**src/rtl/note_event_encoder.sv**
```systemverilog
// rtl/note_event_encoder.sv - turns per-key gate changes into 3-byte MIDI note-on/off messages
// Lowest-index pending key wins; each event is latched and streamed with a valid/ready handshake.
module note_event_encoder #(
  parameter int         NUM_KEYS = 12,
  parameter logic [6:0] VEL_OFF  = 7'h00
) (
  input  logic                clk_in,
  input  logic                rst_in,
  input  logic [NUM_KEYS-1:0] gate_in,
  input  logic [3:0]          channel_in,
  input  logic [6:0]          base_note_in,
  input  logic [6:0]          velocity_in,
  output logic [7:0]          byte_out,
  output logic                byte_valid_out,
  input  logic                byte_ready_in,
  output logic                busy_out,
  output logic [15:0]         event_count_out
);

  localparam int KW = (NUM_KEYS > 1) ? $clog2(NUM_KEYS) : 1;

  typedef enum logic [1:0] {IDLE, STATUS, NOTE, VEL} state_t;

  state_t              state;
  logic [NUM_KEYS-1:0] reported;
  logic [NUM_KEYS-1:0] pending;
  logic [KW-1:0]       sel_idx;
  logic                sel_found;
  logic                sel_on;
  logic [7:0]          sel_note;
  logic [KW-1:0]       lat_key;
  logic                lat_on;
  logic [6:0]          lat_note;
  logic [6:0]          lat_vel;

  assign pending = gate_in ^ reported;

  // Descending scan so the lowest pending index is the last one written.
  always_comb begin
    sel_idx   = '0;
    sel_found = 1'b0;
    for (int i = NUM_KEYS - 1; i >= 0; i--) begin
      if (pending[i]) begin
        sel_idx   = KW'(i);
        sel_found = 1'b1;
      end
    end
  end

  assign sel_on   = gate_in[sel_idx];
  assign sel_note = {1'b0, base_note_in} + 8'(sel_idx);

  always_ff @(posedge clk_in or posedge rst_in) begin
    if (rst_in) begin
      state           <= IDLE;
      reported        <= '0;
      byte_out        <= 8'h00;
      byte_valid_out  <= 1'b0;
      busy_out        <= 1'b0;
      event_count_out <= 16'h0000;
      lat_key         <= '0;
      lat_on          <= 1'b0;
      lat_note        <= 7'h00;
      lat_vel         <= 7'h00;
    end else begin
      case (state)
        IDLE: begin
          if (sel_found) begin
            if (sel_note[7]) begin
              // Note out of MIDI range: absorb the change silently.
              reported[sel_idx] <= sel_on;
            end else begin
              lat_key        <= sel_idx;
              lat_on         <= sel_on;
              lat_note       <= sel_note[6:0];
              lat_vel        <= !sel_on ? VEL_OFF :
                                (velocity_in == 7'd0) ? 7'd1 : velocity_in;
              byte_out       <= {(sel_on ? 4'h9 : 4'h8), channel_in};
              byte_valid_out <= 1'b1;
              busy_out       <= 1'b1;
              state          <= STATUS;
            end
          end
        end
        STATUS: begin
          if (byte_ready_in) begin
            byte_out <= {1'b0, lat_note};
            state    <= NOTE;
          end
        end
        NOTE: begin
          if (byte_ready_in) begin
            byte_out <= {1'b0, lat_vel};
            state    <= VEL;
          end
        end
        VEL: begin
          if (byte_ready_in) begin
            reported[lat_key] <= lat_on;
            event_count_out   <= event_count_out + 16'd1;
            byte_out          <= 8'h00;
            byte_valid_out    <= 1'b0;
            busy_out          <= 1'b0;
            state             <= IDLE;
          end
        end
        default: state <= IDLE;
      endcase
    end
  end

endmodule

```
**config.mk**
```make
export PLATFORM = sky130hd
export DESIGN_NAME = note_event_encoder
export DESIGN_NICKNAME = d
export VERILOG_FILES = /design/src/rtl/note_event_encoder.sv
export SDC_FILE = /design/constraint.sdc
export NUM_CORES = 1
export LEC_CHECK = 0
export ABC_AREA = 0
export BUFFER_PORTS_ARGS = -buffer_cell sky130_fd_sc_hd__buf_2
export CAP_MARGIN = 20
export CORE_ASPECT_RATIO = 1.1
export CORE_MARGIN = 2
export CORE_UTILIZATION = 55
export DETAILED_ROUTE_END_ITERATION = 16
export PLACE_DENSITY = 0.77
export RECOVER_POWER = 50
export SLEW_MARGIN = 20
export SYNTH_ARGS = -nofsm -noshare
export SYNTH_HDL_FRONTEND = slang
export SYNTH_SLANG_ARGS = --single-unit
```
**constraint.sdc**
```tcl
create_clock -name clk_in -period 4.2 [get_ports clk_in]
set_input_delay 0.63 -clock clk_in [delete_from_list [all_inputs] [get_ports clk_in]]
set_output_delay 0.63 -clock clk_in [all_outputs]
set_load 0.02 [all_outputs]
```
==> results.json, run 1 <==
{
  "status": "complete, but fails checks",
  "violations": "max-capacitance violations, max-slew violations",
  "syn_to_final_growth_pct": 14.8,
  "fin_util_pct": 64.6,
  "hp-class": "in -> async",
  "path_class": "reg -> reg",
  "setup_violations": 0,
  "gp_congestion": 0.950,
  "avgSynthCellArea_um2": 9.02,
  "port_buffers": 58,
  "p_int_w": 0.00157,
  "grt_max_degree": 43,
  "yosysMostFrequentCell": "dfrtp_1",
  "rows": 32,
  "seqPwrFrac_pct": 31.2,
  "cp.arrival_ns": 4.01,
  "insertion_delay_ns": 0.35,
  "io_pins": 59,
  "start_util_pct": 56.3,
  "firstDrtPassIters": 5,
  "hold_viol_final": 0,
  "post-place-ws_ns": 0.185,
  "post_cts_buffers": 0,
  "cpLargestDelayFamily": "compound AO/OA/AOI/OAI gates",
  "fin_tns_setup_ns": 0,
  "htreeDepth": 3,
  "die_x_um": 84.3,
  "vdd_drop_max_mv": 0.345,
  "ys_ff_latch": 58,
  "drt_iter0_markers": 365,
  "cap_violations": 1,
  "worstPathCellList": "xnor2_2 > o211ai_2 > a2111o_1 > nand2_1 > inv_1 > ha_1 > a211o_1 > a21oi_1 > nor2_1 > o21ai_1 > o21ai_2 > a2111oi_2 > a21oi_1",
  "slew_headroom_pct": -53.2,
  "drive_gt1_share_pct": 19.4,
  "finalWirelength_um": 10300,
  "antenna_found_initial": 0,
  "critPathRequiredTime_ns": 4.41,
  "grtUsageTotal_pct": 27.4,
  "power.leakage_nw": 1.97,
  "synth_nets": 476,
  "sw_frac_of_total_pct": 48.3,
  "ys_types": 62,
  "cellPowerDensity_mw_per_mm2": 680,
  "fin_cells": 589,
  "drv_slew": 43,
  "wl_per_cell_um": 17.5,
  "fmax_mhz": 263,
  "cp_common_cell": "a21oi_1",
  "skew_ns": 0.0100,
  "clk_pin_slew_worst_paths_ns": 0.07,
  "vias": 3582,
  "cp.buffers_inverters": 1,
  "grt_setup_unrepaired": "no",
  "synth_common_cells": "dfrtp_1, nand2_1, o21ai_0",
  "ys_async_sr_fraction_pct": 100,
  "synth.area.top_cells": "dfrtp_1, xnor2_1, nand2_1",
  "cp_slowest_stage_delay_ns": 0.48,
  "dp_cells": 573,
  "reg2reg_to": "byte_out[4]$_DFFE_PP0P_",
  "yosys.area.top_type": "dfrtp_1",
  "overflow": 0,
  "die_area_mm2": 0.00778,
  "cts_buffers": 9,
  "drc": 0,
  "post_cts_resized": 0,
  "reg2reg_depth": 13,
  "synth_top_area_share_pct": 37.2,
  "ys_seq_area_share_pct": 37.2,
  "tightest_slew_ns": 2.30,
  "min_period_ns": 3.80,
  "place_hpwl_um": 7790,
  "postCtsHoldBufs": 0,
  "r2r_start": "reported[7]$_DFFE_PP0P_",
  "clkPwrFrac_pct": 15.5,
  "syn_inst": 432,
  "ys.flop_type": "dfrtp_1",
  "cts_tree": "yes",
  "synth-edff-count": 0,
  "period_share_pct": 90.4,
  "grt_pass1_wl_um": 16900,
  "synth_warnings": 0,
  "power.switching_w": 0.00147,
  "setup_ws_ns": 0.402,
  "clock_path_buffers": 2,
  "cts-root-buf": "clkbuf_8",
  "fill_cells": 602,
  "ant_nets": 0,
  "die_y_um": 92.3,
  "rrSetupSlack_ns": 0.40,
  "pwr-share-comb_pct": 53.3,
  "nets": 543,
  "crit_fanout": 19,
  "endpoint_kind": "flip-flop",
  "vias_per_cell": 6.08,
  "diodes": 0,
  "cts_num_sinks": 58,
  "start_kind": "flip-flop",
  "crit_path_top_delay_cell": "a2111o_1",
  "grt_pass1_vias": 3504,
  "synth_area_mm2": 0.00390,
  "core_mm2": 0.00693
}
## cell type report
cell class	instances	area [um2]	share of cell area [%]
Clock inverter	6	41.3	0.923
Tap cell	85	106	2.38
Timing Repair Buffer	71	372	8.31
Multi-Input combinational cell	344	2310	51.6
Inverter	15	56.3	1.26
Clock buffer	10	138	3.08
Sequential cell	58	1450	32.4
## metal layers
layer | routed length [um] | GRT usage (%)
met1 | 4390 | 35.4
met4 | 223 | 11.3
met3 | 781 | 5.17
met5 | 0 | 0
met2 | 4890 | 45.3
## stage by stage
stage                     hold slack [ns]  total power, W  instance area, um2
after floorplan                     0.446         0.00211                3900
after global placement              0.457         0.00252                4310
after detailed placement            0.461         0.00256                4310
after CTS                           0.240         0.00303                4490
after global routing                0.384         0.00326                4470
final                               0.349         0.00304                4470
## power groups by stage
stage,clock [W],combinational [W],sequential (W)
after CTS,0.000478,0.00161,0.000943
after global routing,0.000502,0.00178,0.000977
after detailed placement,0,0.00160,0.000953
final,0.000472,0.00162,0.000949
after global placement,0,0.00158,0.000946
after floorplan,0,0.00115,0.000961
## flip-flops by register name, summed over array words and instances, names as in the netlist
| signal | count |
|---|---|
| event_count_out | 16 |
| reported | 12 |
| byte_out | 8 |
| lat_note | 7 |
| lat_vel | 7 |
| lat_key | 4 |
| state | 2 |
| busy_out | 1 |
| lat_on | 1 |
## worst max path at each step
stage | depth (start not counted) | slack [ns] | end | from
6_report | 13 | 0.40 | byte_out[4]$_DFFE_PP0P_ | reported[7]$_DFFE_PP0P_
5_1_grt | 13 | 0.14 | byte_out[4]$_DFFE_PP0P_ | reported[11]$_DFFE_PP0P_
4_1_cts | 13 | 0.46 | byte_out[4]$_DFFE_PP0P_ | reported[7]$_DFFE_PP0P_
3_5_place_dp | 14 | 0.19 | byte_out[4]$_DFFE_PP0P_ | gate_in[11]
3_3_place_gp | 14 | 0.34 | reported[1]$_DFFE_PP0P_ | gate_in[11]
2_1_floorplan | 12 | 0.72 | lat_vel[1]$_DFFE_PP0P_ | gate_in[11]
## layout by cell type, fill, tap and decap left out, types with 5 or more instances in the layout
cell / n
dfrtp_1: 58
nand2_1: 49
buf_2: 48
o21ai_0: 33
a21oi_1: 31
nor2_1: 29
xnor2_1: 22
nand3_1: 17
mux2i_1: 15
xor2_1: 14
inv_1: 14
buf_4: 12
nand4_1: 11
nor3_1: 11
clkbuf_1: 11
ha_1: 10
clkbuf_8: 10
o21ai_1: 7
nand2b_1: 7
a211oi_1: 6
and3_1: 6
nor4_1: 5
a221o_1: 5
## worst reg2reg max path, stage by stage (launching register included)
cell and delay [ns]:
dfrtp_1 0.42, xnor2_2 0.31, o211ai_2 0.24, a2111o_1 0.49, nand2_1 0.20, inv_1 0.14
ha_1 0.24, a211o_1 0.26, a21oi_1 0.26, nor2_1 0.09, o21ai_1 0.26, o21ai_2 0.29
a2111oi_2 0.35, a21oi_1 0.13
## logic make-up (layout without fill, tap and decap cells)
| family | Yosys count | count (layout) | synth area share [%] |
|---|---|---|---|
| adder cells (fa/ha/maj) | 11 | 11 | 3.72 |
| AO/OA/AOI/OAI | 125 | 125 | 21.9 |
| flip-flops | 58 | 58 | 37.2 |
| AND/OR/NAND/NOR | 149 | 149 | 18.7 |
| XOR/XNOR | 40 | 40 | 9.76 |
| multiplexers | 19 | 19 | 5.20 |
| buffers and inverters | 30 | 102 | 3.50 |
No activity file was read; power rests on OpenSTA's default activity.
==> inputs of run 2 (changes only) <==
Settings changed: CORE_MARGIN 2 to default, CORE_UTILIZATION 55 to 62, PLACE_DENSITY 0.77 to 0.86.
Clock period 4.2 ns to 4.37 ns, I/O delays scaled along.
==> run 2 against run 1 <==
The run still ends with max-capacitance violations, max-slew violations left. Utilization grew 11 points. Worst hold slack gained 0.073 ns. Sequential share of layout area is essentially flat. Via count grew 2.0%. Combinational power shrank 2%. Critical path type unchanged.
==> results.json, run 2 (same netlist as run 1, synthesis figures left out) <==
{
  "cts_num_sinks": 58,
  "hold_ws_ns": 0.422,
  "start_kind": "flip-flop",
  "seqPwrFrac_pct": 30.0,
  "crit_start": "reported[7]$_DFFE_PP0P_",
  "p_int_w": 0.00160,
  "drt_iter0_markers": 330,
  "cts-root-buf": "clkbuf_8",
  "grt_setup_unrepaired": "no",
  "syn_to_final_growth_pct": 14.8,
  "rrSetupSlack_ns": 0.53,
  "r2r_start": "reported[7]$_DFFE_PP0P_",
  "gp_congestion": 0.955,
  "start_util_pct": 65.9,
  "critPathRequiredTime_ns": 4.59,
  "hold_viol_final": 0,
  "cts_tree": "yes",
  "antenna_found_initial": 0,
  "top_register": "event_count_out",
  "cts_buffers": 9,
  "cellPowerDensity_mw_per_mm2": 687,
  "wl_per_cell_um": 18.3,
  "insertion_delay_ns": 0.35,
  "fin_tns_setup_ns": 0,
  "tightest_slew_ns": 2.08,
  "post_cts_buffers": 0,
  "vias": 3652,
  "htreeDepth": 3,
  "setup_ws_ns": 0.532,
  "grtUsageTotal_pct": 33.3,
  "nets": 538,
  "clkPwrFrac_pct": 18.6,
  "cp.arrival_ns": 4.06,
  "path_class": "reg -> reg",
  "violations": "max-capacitance violations, max-slew violations",
  "power.switching_w": 0.00147,
  "clk_pin_slew_worst_paths_ns": 0.08,
  "fin_util_pct": 75.6,
  "die_y_um": 85.2,
  "firstDrtPassIters": 6,
  "cap_violations": 1,
  "vdd_drop_max_mv": 0.510,
  "ant_nets": 0,
  "largestRegisters": "event_count_out x16, reported x12, byte_out x8",
  "slew_headroom_pct": -38.8,
  "grt_pass1_vias": 3458,
  "endpoint_kind": "flip-flop",
  "drv_slew": 39,
  "largest_register_ffs": 16,
  "final_common_cell": "dfrtp_1",
  "postCtsHoldBufs": 0,
  "grt_pass1_wl_um": 17000,
  "finalWirelength_um": 10500,
  "grt_max_degree": 39,
  "clock_path_buffers": 2,
  "place_hpwl_um": 7650,
  "setup_violations": 0,
  "vias_per_cell": 6.34,
  "critPathCapture": "reported[1]$_DFFE_PP0P_",
  "fmax_mhz": 261,
  "reg2reg_to": "reported[1]$_DFFE_PP0P_",
  "drive_gt1_share_pct": 18.6,
  "status": "complete, but fails checks",
  "overflow": 0,
  "crit_fanout": 13,
  "diodes": 0,
  "skew_ns": 0.0103,
  "mostFrequentLayoutCells": "dfrtp_1, nand2_1, buf_2, o21ai_0, a21oi_1",
  "sw_frac_of_total_pct": 47.9,
  "io_pins": 59,
  "port_buffers": 58,
  "period_share_pct": 87.8,
  "fill_cells": 436,
  "hp-class": "in -> async",
  "reg2reg_depth": 13,
  "post-place-ws_ns": 0.263,
  "die_area_mm2": 0.00661,
  "post_cts_resized": 0,
  "rows": 29,
  "pwr-share-comb_pct": 51.4,
  "die_x_um": 77.6,
  "power.leakage_nw": 1.97,
  "core_mm2": 0.00591,
  "drc": 0,
  "min_period_ns": 3.84
}
## run 2: cell types whose count changed in the layout (fill, tap and decap cells not counted), sizes merged
cell,change
clkinv,-1
clkbuf,-1
inv,+1
bufinv,+2
buf,-5
clkinvlp,-1
## run 2: through the flow
step	power, W	cell area, um2	cells
after floorplan	0.00203	3900	432
after global placement	0.00243	4260	560
after detailed placement	0.00246	4260	560
after CTS	0.00305	4490	576
after global routing	0.00325	4470	576
final	0.00307	4470	576
## run 2: worst min path at each step
stage,to,slack [ns],cells after the start,startpoint
final,event_count_out[1]$_DFFE_PP0P_,0.42,2,rst_in
after global routing,event_count_out[1]$_DFFE_PP0P_,0.49,2,rst_in
after CTS,event_count_out[1]$_DFFE_PP0P_,0.30,2,rst_in
after detailed placement,byte_out[6]$_DFFE_PP0P_,0.46,2,byte_out[6]$_DFFE_PP0P_
after global placement,event_count_out[15]$_DFFE_PP0P_,0.45,1,event_count_out[15]$_DFFE_PP0P_
after floorplan,lat_note[0]$_DFFE_PP0P_,0.45,2,lat_note[0]$_DFFE_PP0P_
## run 2: power by group through the flow
| stage | clock network [W] | logic [W] | registers [W] |
|---|---|---|---|
| CTS | 0.000574 | 0.00156 | 0.000914 |
| global placement | 0 | 0.00152 | 0.000910 |
| detailed placement | 0 | 0.00154 | 0.000919 |
| global route | 0.000596 | 0.00171 | 0.000940 |
| floorplan | 0 | 0.00110 | 0.000924 |
| finish | 0.000572 | 0.00158 | 0.000923 |
## run 2: cell type report
class / count / area (um2) / share of cell area [%]
Inverter: 15 / 56.3 / 1.26
Tap cell: 77 / 96.3 / 2.15
Timing Repair Buffer: 66 / 334 / 7.47
Sequential cell: 58 / 1450 / 32.4
Clock inverter: 7 / 101 / 2.27
Clock buffer: 9 / 124 / 2.77
Multi-Input combinational cell: 344 / 2310 / 51.6
## run 2: layer usage
layer	up-vias	wire, um	track usage, %	share of wire (%)
met4	0	230	11.5	2.2
met5	-	0	0	0
li1	1704	-	-	-
met2	184	5110	54.3	49
met3	28	826	7.10	7.8
met1	1736	4360	44.1	41
## run 2: critical path, stage by stage, from the launching register on
cell,delay [ns]
dfrtp_1,0.42
xnor2_2,0.31
o211ai_2,0.24
a2111o_1,0.48
nand2_1,0.21
inv_1,0.15
ha_1,0.24
a211o_1,0.25
a21oi_1,0.27
o21a_1,0.28
a211o_1,0.46
a21oi_1,0.11
mux2i_1,0.21
o31ai_2,0.09
